`config.mk`:
```
export PLATFORM = sky130hd
export DESIGN_NAME = branch_resolve
export DESIGN_NICKNAME = d
export VERILOG_FILES = /design/src/rtl/branch_resolve_pkg.sv /design/src/rtl/branch_resolve_cond.sv /design/src/rtl/branch_resolve.sv
export SDC_FILE = /design/constraint.sdc
export NUM_CORES = 1
export LEC_CHECK = 0
export BUFFER_PORTS_ARGS = -buffer_cell sky130_fd_sc_hd__buf_2
export CAP_MARGIN = 20
export CORE_ASPECT_RATIO = 1.4
export CORE_MARGIN = 2
export CORE_UTILIZATION = 50
export DETAILED_ROUTE_END_ITERATION = 8
export PLACE_DENSITY = 0.75
export SETUP_SLACK_MARGIN = 0.1
export SLEW_MARGIN = 15
export SYNTH_ARGS = -nofsm -noshare
export SYNTH_HDL_FRONTEND = slang
export SYNTH_SLANG_ARGS = --single-unit
```
`constraint.sdc`:
```
create_clock -name clk -period 11.2 [get_ports clk]
set_clock_uncertainty 0.05 [all_clocks]
set_input_delay 1.12 -clock clk [delete_from_list [all_inputs] [get_ports clk]]
set_output_delay 1.12 -clock clk [all_outputs]
set_load 0.05 [all_outputs]
```
`src/rtl/branch_resolve_pkg.sv`:
```
// Shared encodings for branch resolution: funct3 conditions, op kinds,
// compare-result bit positions and the redirect FSM states.
package branch_resolve_pkg;

  localparam int unsigned XLEN_DEFAULT  = 32;
  localparam int unsigned CNT_W_DEFAULT = 32;
  localparam int unsigned F3_W          = 3;
  localparam int unsigned CMP_W         = 3;

  localparam logic [F3_W-1:0] F3_BEQ  = 3'b000;
  localparam logic [F3_W-1:0] F3_BNE  = 3'b001;
  localparam logic [F3_W-1:0] F3_BLT  = 3'b100;
  localparam logic [F3_W-1:0] F3_BGE  = 3'b101;
  localparam logic [F3_W-1:0] F3_BLTU = 3'b110;
  localparam logic [F3_W-1:0] F3_BGEU = 3'b111;

  typedef enum logic [1:0] {
    OP_BRANCH = 2'b00,
    OP_JAL    = 2'b01,
    OP_JALR   = 2'b10,
    OP_RSVD   = 2'b11
  } op_kind_e;

  // Bit positions inside the comparator's {EQ, SL, UL} result
  localparam int unsigned CMP_EQ = 2;
  localparam int unsigned CMP_SL = 1;
  localparam int unsigned CMP_UL = 0;

  typedef enum logic {
    IDLE = 1'b0,
    HOLD = 1'b1
  } state_e;

endpackage

```
`src/rtl/branch_resolve_cond.sv`:
```
// Branch condition decode: turns op kind, funct3 and compare flags into
// a taken decision plus a reserved-encoding flag.
module branch_cond
  import branch_resolve_pkg::*;
(
  input  logic [1:0]       op_kind,
  input  logic [F3_W-1:0]  funct3,
  input  logic [CMP_W-1:0] cmp_result,
  output logic             taken_c,
  output logic             illegal_c
);

  always_comb begin
    taken_c   = 1'b0;
    illegal_c = 1'b0;
    case (op_kind_e'(op_kind))
      OP_BRANCH: begin
        case (funct3)
          F3_BEQ:  taken_c = cmp_result[CMP_EQ];
          F3_BNE:  taken_c = ~cmp_result[CMP_EQ];
          F3_BLT:  taken_c = cmp_result[CMP_SL];
          F3_BGE:  taken_c = ~cmp_result[CMP_SL];
          F3_BLTU: taken_c = cmp_result[CMP_UL];
          F3_BGEU: taken_c = ~cmp_result[CMP_UL];
          default: illegal_c = 1'b1;
        endcase
      end
      OP_JAL:  taken_c = 1'b1;
      OP_JALR: taken_c = 1'b1;
      OP_RSVD: illegal_c = 1'b1;
    endcase
  end

endmodule

```
`src/rtl/branch_resolve.sv`:
```
// Resolves control-flow ops from execute: computes the real next PC, checks
// the front-end prediction, holds a redirect to fetch and updates counters.
module branch_resolve
  import branch_resolve_pkg::*;
#(
  parameter int unsigned XLEN  = XLEN_DEFAULT,
  parameter int unsigned CNT_W = CNT_W_DEFAULT
) (
  input  logic             clk,
  input  logic             rst,
  input  logic             in_valid,
  output logic             in_ready,
  input  logic [1:0]       op_kind,
  input  logic [F3_W-1:0]  funct3,
  input  logic [CMP_W-1:0] cmp_result,
  input  logic [XLEN-1:0]  pc,
  input  logic [XLEN-1:0]  imm,
  input  logic [XLEN-1:0]  rs1,
  input  logic             pred_taken,
  input  logic [XLEN-1:0]  pred_target,
  input  logic             flush,
  output logic             redirect_valid,
  input  logic             redirect_ready,
  output logic [XLEN-1:0]  redirect_pc,
  output logic             upd_valid,
  output logic             upd_taken,
  output logic [XLEN-1:0]  upd_pc,
  output logic [XLEN-1:0]  upd_target,
  output logic             illegal,
  output logic [CNT_W-1:0] br_count,
  output logic [CNT_W-1:0] mispred_count
);

  function automatic logic [CNT_W-1:0] sat_inc(input logic [CNT_W-1:0] v);
    return (&v) ? v : v + CNT_W'(1);
  endfunction

  state_e            state_q, state_d;
  logic              taken_c, illegal_c;
  logic              accept_c, mispredict_c;
  logic [XLEN-1:0]   seq_pc_c, br_target_c, jalr_sum_c, target_c, next_pc_c;
  logic [XLEN-1:0]   redirect_pc_d;
  logic [CNT_W-1:0]  mispred_d;

  branch_cond u_cond (
    .op_kind    (op_kind),
    .funct3     (funct3),
    .cmp_result (cmp_result),
    .taken_c    (taken_c),
    .illegal_c  (illegal_c)
  );

  // Target arithmetic; all sums wrap modulo 2^XLEN
  assign seq_pc_c    = pc + XLEN'(4);
  assign br_target_c = pc + imm;
  assign jalr_sum_c  = rs1 + imm;
  assign target_c    = (op_kind_e'(op_kind) == OP_JALR) ? {jalr_sum_c[XLEN-1:1], 1'b0}
                                                        : br_target_c;
  assign next_pc_c   = taken_c ? target_c : seq_pc_c;

  // Target only matters when the op is actually taken
  assign mispredict_c = (pred_taken != taken_c) | (taken_c & (pred_target != target_c));

  assign redirect_valid = (state_q == HOLD);
  assign in_ready       = ~rst & ~redirect_valid & ~flush;
  assign accept_c       = in_valid & in_ready;

  always_ff @(posedge clk) begin
    if (rst) state_q <= IDLE;
    else     state_q <= state_d;
  end

  always_comb begin
    state_d       = state_q;
    redirect_pc_d = redirect_pc;
    mispred_d     = mispred_count;
    case (state_q)
      IDLE: begin
        if (accept_c && mispredict_c) begin
          state_d       = HOLD;
          redirect_pc_d = next_pc_c;
          mispred_d     = sat_inc(mispred_count);
        end
      end
      HOLD: begin
        if (flush || redirect_ready) state_d = IDLE;
      end
      default: state_d = IDLE;
    endcase
  end

  // Redirect payload, predictor update record and performance counters
  always_ff @(posedge clk) begin
    if (rst) begin
      redirect_pc   <= '0;
      mispred_count <= '0;
      br_count      <= '0;
      upd_valid     <= 1'b0;
      upd_taken     <= 1'b0;
      upd_pc        <= '0;
      upd_target    <= '0;
      illegal       <= 1'b0;
    end else begin
      redirect_pc   <= redirect_pc_d;
      mispred_count <= mispred_d;
      upd_valid     <= accept_c;
      illegal       <= accept_c & illegal_c;
      if (accept_c) begin
        upd_taken  <= taken_c;
        upd_pc     <= pc;
        upd_target <= target_c;
        br_count   <= sat_inc(br_count);
      end
    end
  end

endmodule

```
==> flow_metrics.py <==
metrics = {
    "run_status": {
        "status": "finished clean",
    },
    "logic_synthesis": {
        "synth_flop_cell": "dfxtp_1",
        "synth_seq_cells": 164,
        "synth_top_area_share_pct": 24.9,
        "syn-mean-instance-area_um2": 7.59,
        "postSynthCellCount": 1740,
        "number_of_flops_mapped_to_enable_cells_by_yosys": 0,
        "synth_nets": 1952,
        "synth-async-reset-ratio_pct": 0,
        "yosys_warnings": 0,
        "synth_most_common_cell": "nand2_1",
        "synthesis.area_um2": 13200,
        "seq_area_frac_synth_pct": 24.9,
        "synth_top_cell_by_area": "dfxtp_1",
        "most_used_standard_cells_in_the_synthesized_netlist": "nand2_1 (243), a21oi_1 (171), dfxtp_1 (164)",
        "synth.top_cells.by_area": "dfxtp_1 (25%), nand2_1 (6.9%), a21oi_1 (6.5%)",
        "synth.distinct_cells": 97,
    },
    "pwr": {
        "netSwitchingFraction_pct": 37.0,
        "power.internal_mw": 1.14,
        "clockPowerShare_pct": 32.5,
        "seq_power_share_pct": 33.4,
        "max-vdd-ir-drop_mv": 0.103,
        "design_power_total_mw": 1.82,
        "combPwrFrac_pct": 34.1,
        "cellPowerDensity_nw_per_um2": 119,
        "total_leakage_power_nw": 6.48,
        "switching_power_uw": 672,
    },
    "clock_network": {
        "cts-root-to-sink-buffers": 2,
        "numClockSinks": 164,
        "clk_pin_slew_worst_paths_ns": 0.06,
        "clk-insertion-delay-late_ns": 0.44,
        "number_of_setup_buffers_added_after_cts": 0,
        "cts-htree-levels": 4,
        "number_of_cts_inserted_buffers": 17,
        "hold_buffers": 0,
        "post_cts.resized_instances": 0,
        "clock-root-buffer": "clkbuf_16",
        "cts_tree": "built",
    },
    "route": {
        "route.vias.total": 14200,
        "detail_route.wirelength_mm": 45.8,
        "vias_per_std_cell": 6.16,
        "postRouteAntennaNets": 0,
        "remaining_drc_errors": 0,
        "wl_per_cell_um": 19.9,
        "first_iter_violations": 1031,
        "drtPass1Iterations": 5,
    },
    "placement": {
        "io_buffer_count": 306,
        "dp.final_hpwl_mm": 36.0,
        "dpl-instance-area_um2": 14700,
        "place_worst_setup_slack_ns": 4.79,
        "gpl.final_weighted_congestion": 1.01,
        "place.detailed.instances": 2267,
    },
    "sta": {
        "post-route-min-period_ns": 6.04,
        "post-route-worst-setup-slack_ns": 5.16,
        "hold_slack_ns": 0.401,
        "rsz0062_at_grt": "false",
        "fmax_mhz": 165,
        "report.final.hold_viol_count": 0,
        "totalNegativeSetupSlack_ns": 0,
        "report.final.slew_viol_count": 0,
        "normalized_max_slew_margin_pct": 28.1,
        "max_slew.worst_pin.slew_ns": 1.07,
        "finalCritPeriodShare_pct": 54.0,
        "setup_viol": 0,
    },
    "finish": {
        "areaGrowthSynthToFinish_pct": 15.8,
        "fillCellCount": 2421,
        "design_area_um2": 15300,
        "multi_input_area_um2": 9330,
        "design.final.nets": 2174,
        "final_core_util_pct": 58.8,
        "fraction_of_final_layout_cells_with_drive_strength_greater_than_1_pct": 20.6,
        "post_layout_nonfiller_instances": 2299,
        "register_area_um2": 3280,
    },
    "global_route": {
        "first_global_vias": 13100,
        "globalRouteOverflowTotal": 0,
        "largest_net_degree_at_the_start_of_global_routing": 69,
        "antenna_found_initial": 1,
        "global_route_wire_length_before_repair_mm": 71.2,
        "grtUsageTotal_pct": 32.3,
    },
    "setup_path": {
        "crit_path_max_fanout": 54,
        "timing.critical_path.from_type": "input pin",
        "crit_path_cell_chain": "buf_2 -> inv_1 -> ha_2 -> buf_4 -> or2b_1 -> a21oi_1 -> nor4_1 -> xor2_1 -> nor2_1 -> nand4_1 -> a2111oi_0 -> o2111ai_1 -> a2111oi_0 -> and4_1 -> nor3_1 -> mux2_2",
        "crit_path_frequent_cell": "a2111oi_0",
        "cp.arrival_ns": 6.31,
        "cpMaxStageDelayCell": "a2111oi_0",
        "worst-path-buf-inv": 3,
        "worst-setup-path-type": "input pin to register",
        "crit_path_max_incr_delay_ns": 0.70,
        "critical_path.endpoint_type": "register",
        "wp_data_required_ns": 11.47,
        "delay_heaviest_family_cp": "simple AND/OR/NAND/NOR gates",
    },
    "floorplanning": {
        "design.die.area_um2": 27800,
        "floorplan.initialDensity_pct": 50.8,
        "die_width_um": 141,
        "floorplan.io_pins": 307,
        "design.core.area_um2": 26000,
        "core.rowCount": 70,
        "dieHeight_um": 196,
    },
    "worst_hold_path": {
        "worstHoldPathType": "register to register",
    },
    "run": {
        "drv_cap": 0,
    },
}
sequential cells by signal, indices dropped and copies added, names as in the netlist:
name	cells
br_count	32
mispred_count	32
redirect_pc	32
upd_pc	32
upd_target	32
illegal	1
redirect_valid	1
upd_taken	1
upd_valid	1
worst min-delay path: cells and delay by family, from the launching register on:
kind / cells / cell delay (ns)
flip-flops: 1 / 0.31
AND/OR/NAND/NOR: 1 / 0.05
AO/OA/AOI/OAI: 1 / 0.05
area by class of cell:
type                    count  area share, %
repair buffers            313           10.4
multi-input cells        1439           61.0
well taps                 324           2.65
clock buffers              18           2.81
inverters                  27          0.663
diodes                      1         0.0164
clock inverters            13          0.990
flip-flops and latches    164           21.5
power groups by stage:
stage	clock network (mW)	registers (mW)	logic, mW
final	0.590	0.607	0.619
after CTS	0.599	0.607	0.608
after global placement	0	0.620	0.601
after floorplan	0	0.675	0.377
after global routing	0.624	0.609	0.666
after detailed placement	0	0.620	0.606
cell usage in the layout (no fill, tap or decap), types with 21 or more instances in the layout:
master	instances
a211oi_1	28
a21oi_1	171
and3_1	47
buf_2	305
dfxtp_1	164
ha_1	67
inv_1	25
mux2_2	21
mux2i_1	21
nand2_1	242
nand3_1	65
nand4_1	54
nor2_1	152
nor2b_1	32
nor3_1	38
o211ai_1	30
o21ai_0	71
or3_1	23
xnor2_1	64
xor2_1	42
layer usage:
layer	routed length [um]	vias to the layer above	GRT usage [%]	part of all wire, %
met2	21900	596	53.8	48
li1	-	6786	-	-
met1	18600	6648	40.8	41
met4	2300	0	15.9	5.0
met5	0	-	0	0
met3	3050	132	4.39	6.6
final timing paths:
check / startpoint / endpoint / slack [ns] / depth (start not counted)
max: op_kind[0] / mispred_count[15] / 5.16 / 16
min: upd_pc[9] / upd_pc[9] / 0.40 / 2
min reg2reg: upd_pc[9] / upd_pc[9] / 0.40 / 2
max reg2reg: mispred_count[3] / mispred_count[1] / 7.67 / 9
cells by family (layout without fill, tap and decap cells):
group	count (synthesis)	in the layout	share of synthesized area, %
AND/OR/NAND/NOR	744	744	27.6
multiplexers	45	45	3.69
other	0	1	0
adder cells (fa/ha/maj)	70	70	6.74
flip-flops	164	164	24.9
buffers and inverters	137	371	4.58
AO/OA/AOI/OAI	463	463	23.6
XOR/XNOR	117	117	8.93
(Power assumes the default switching activity.)
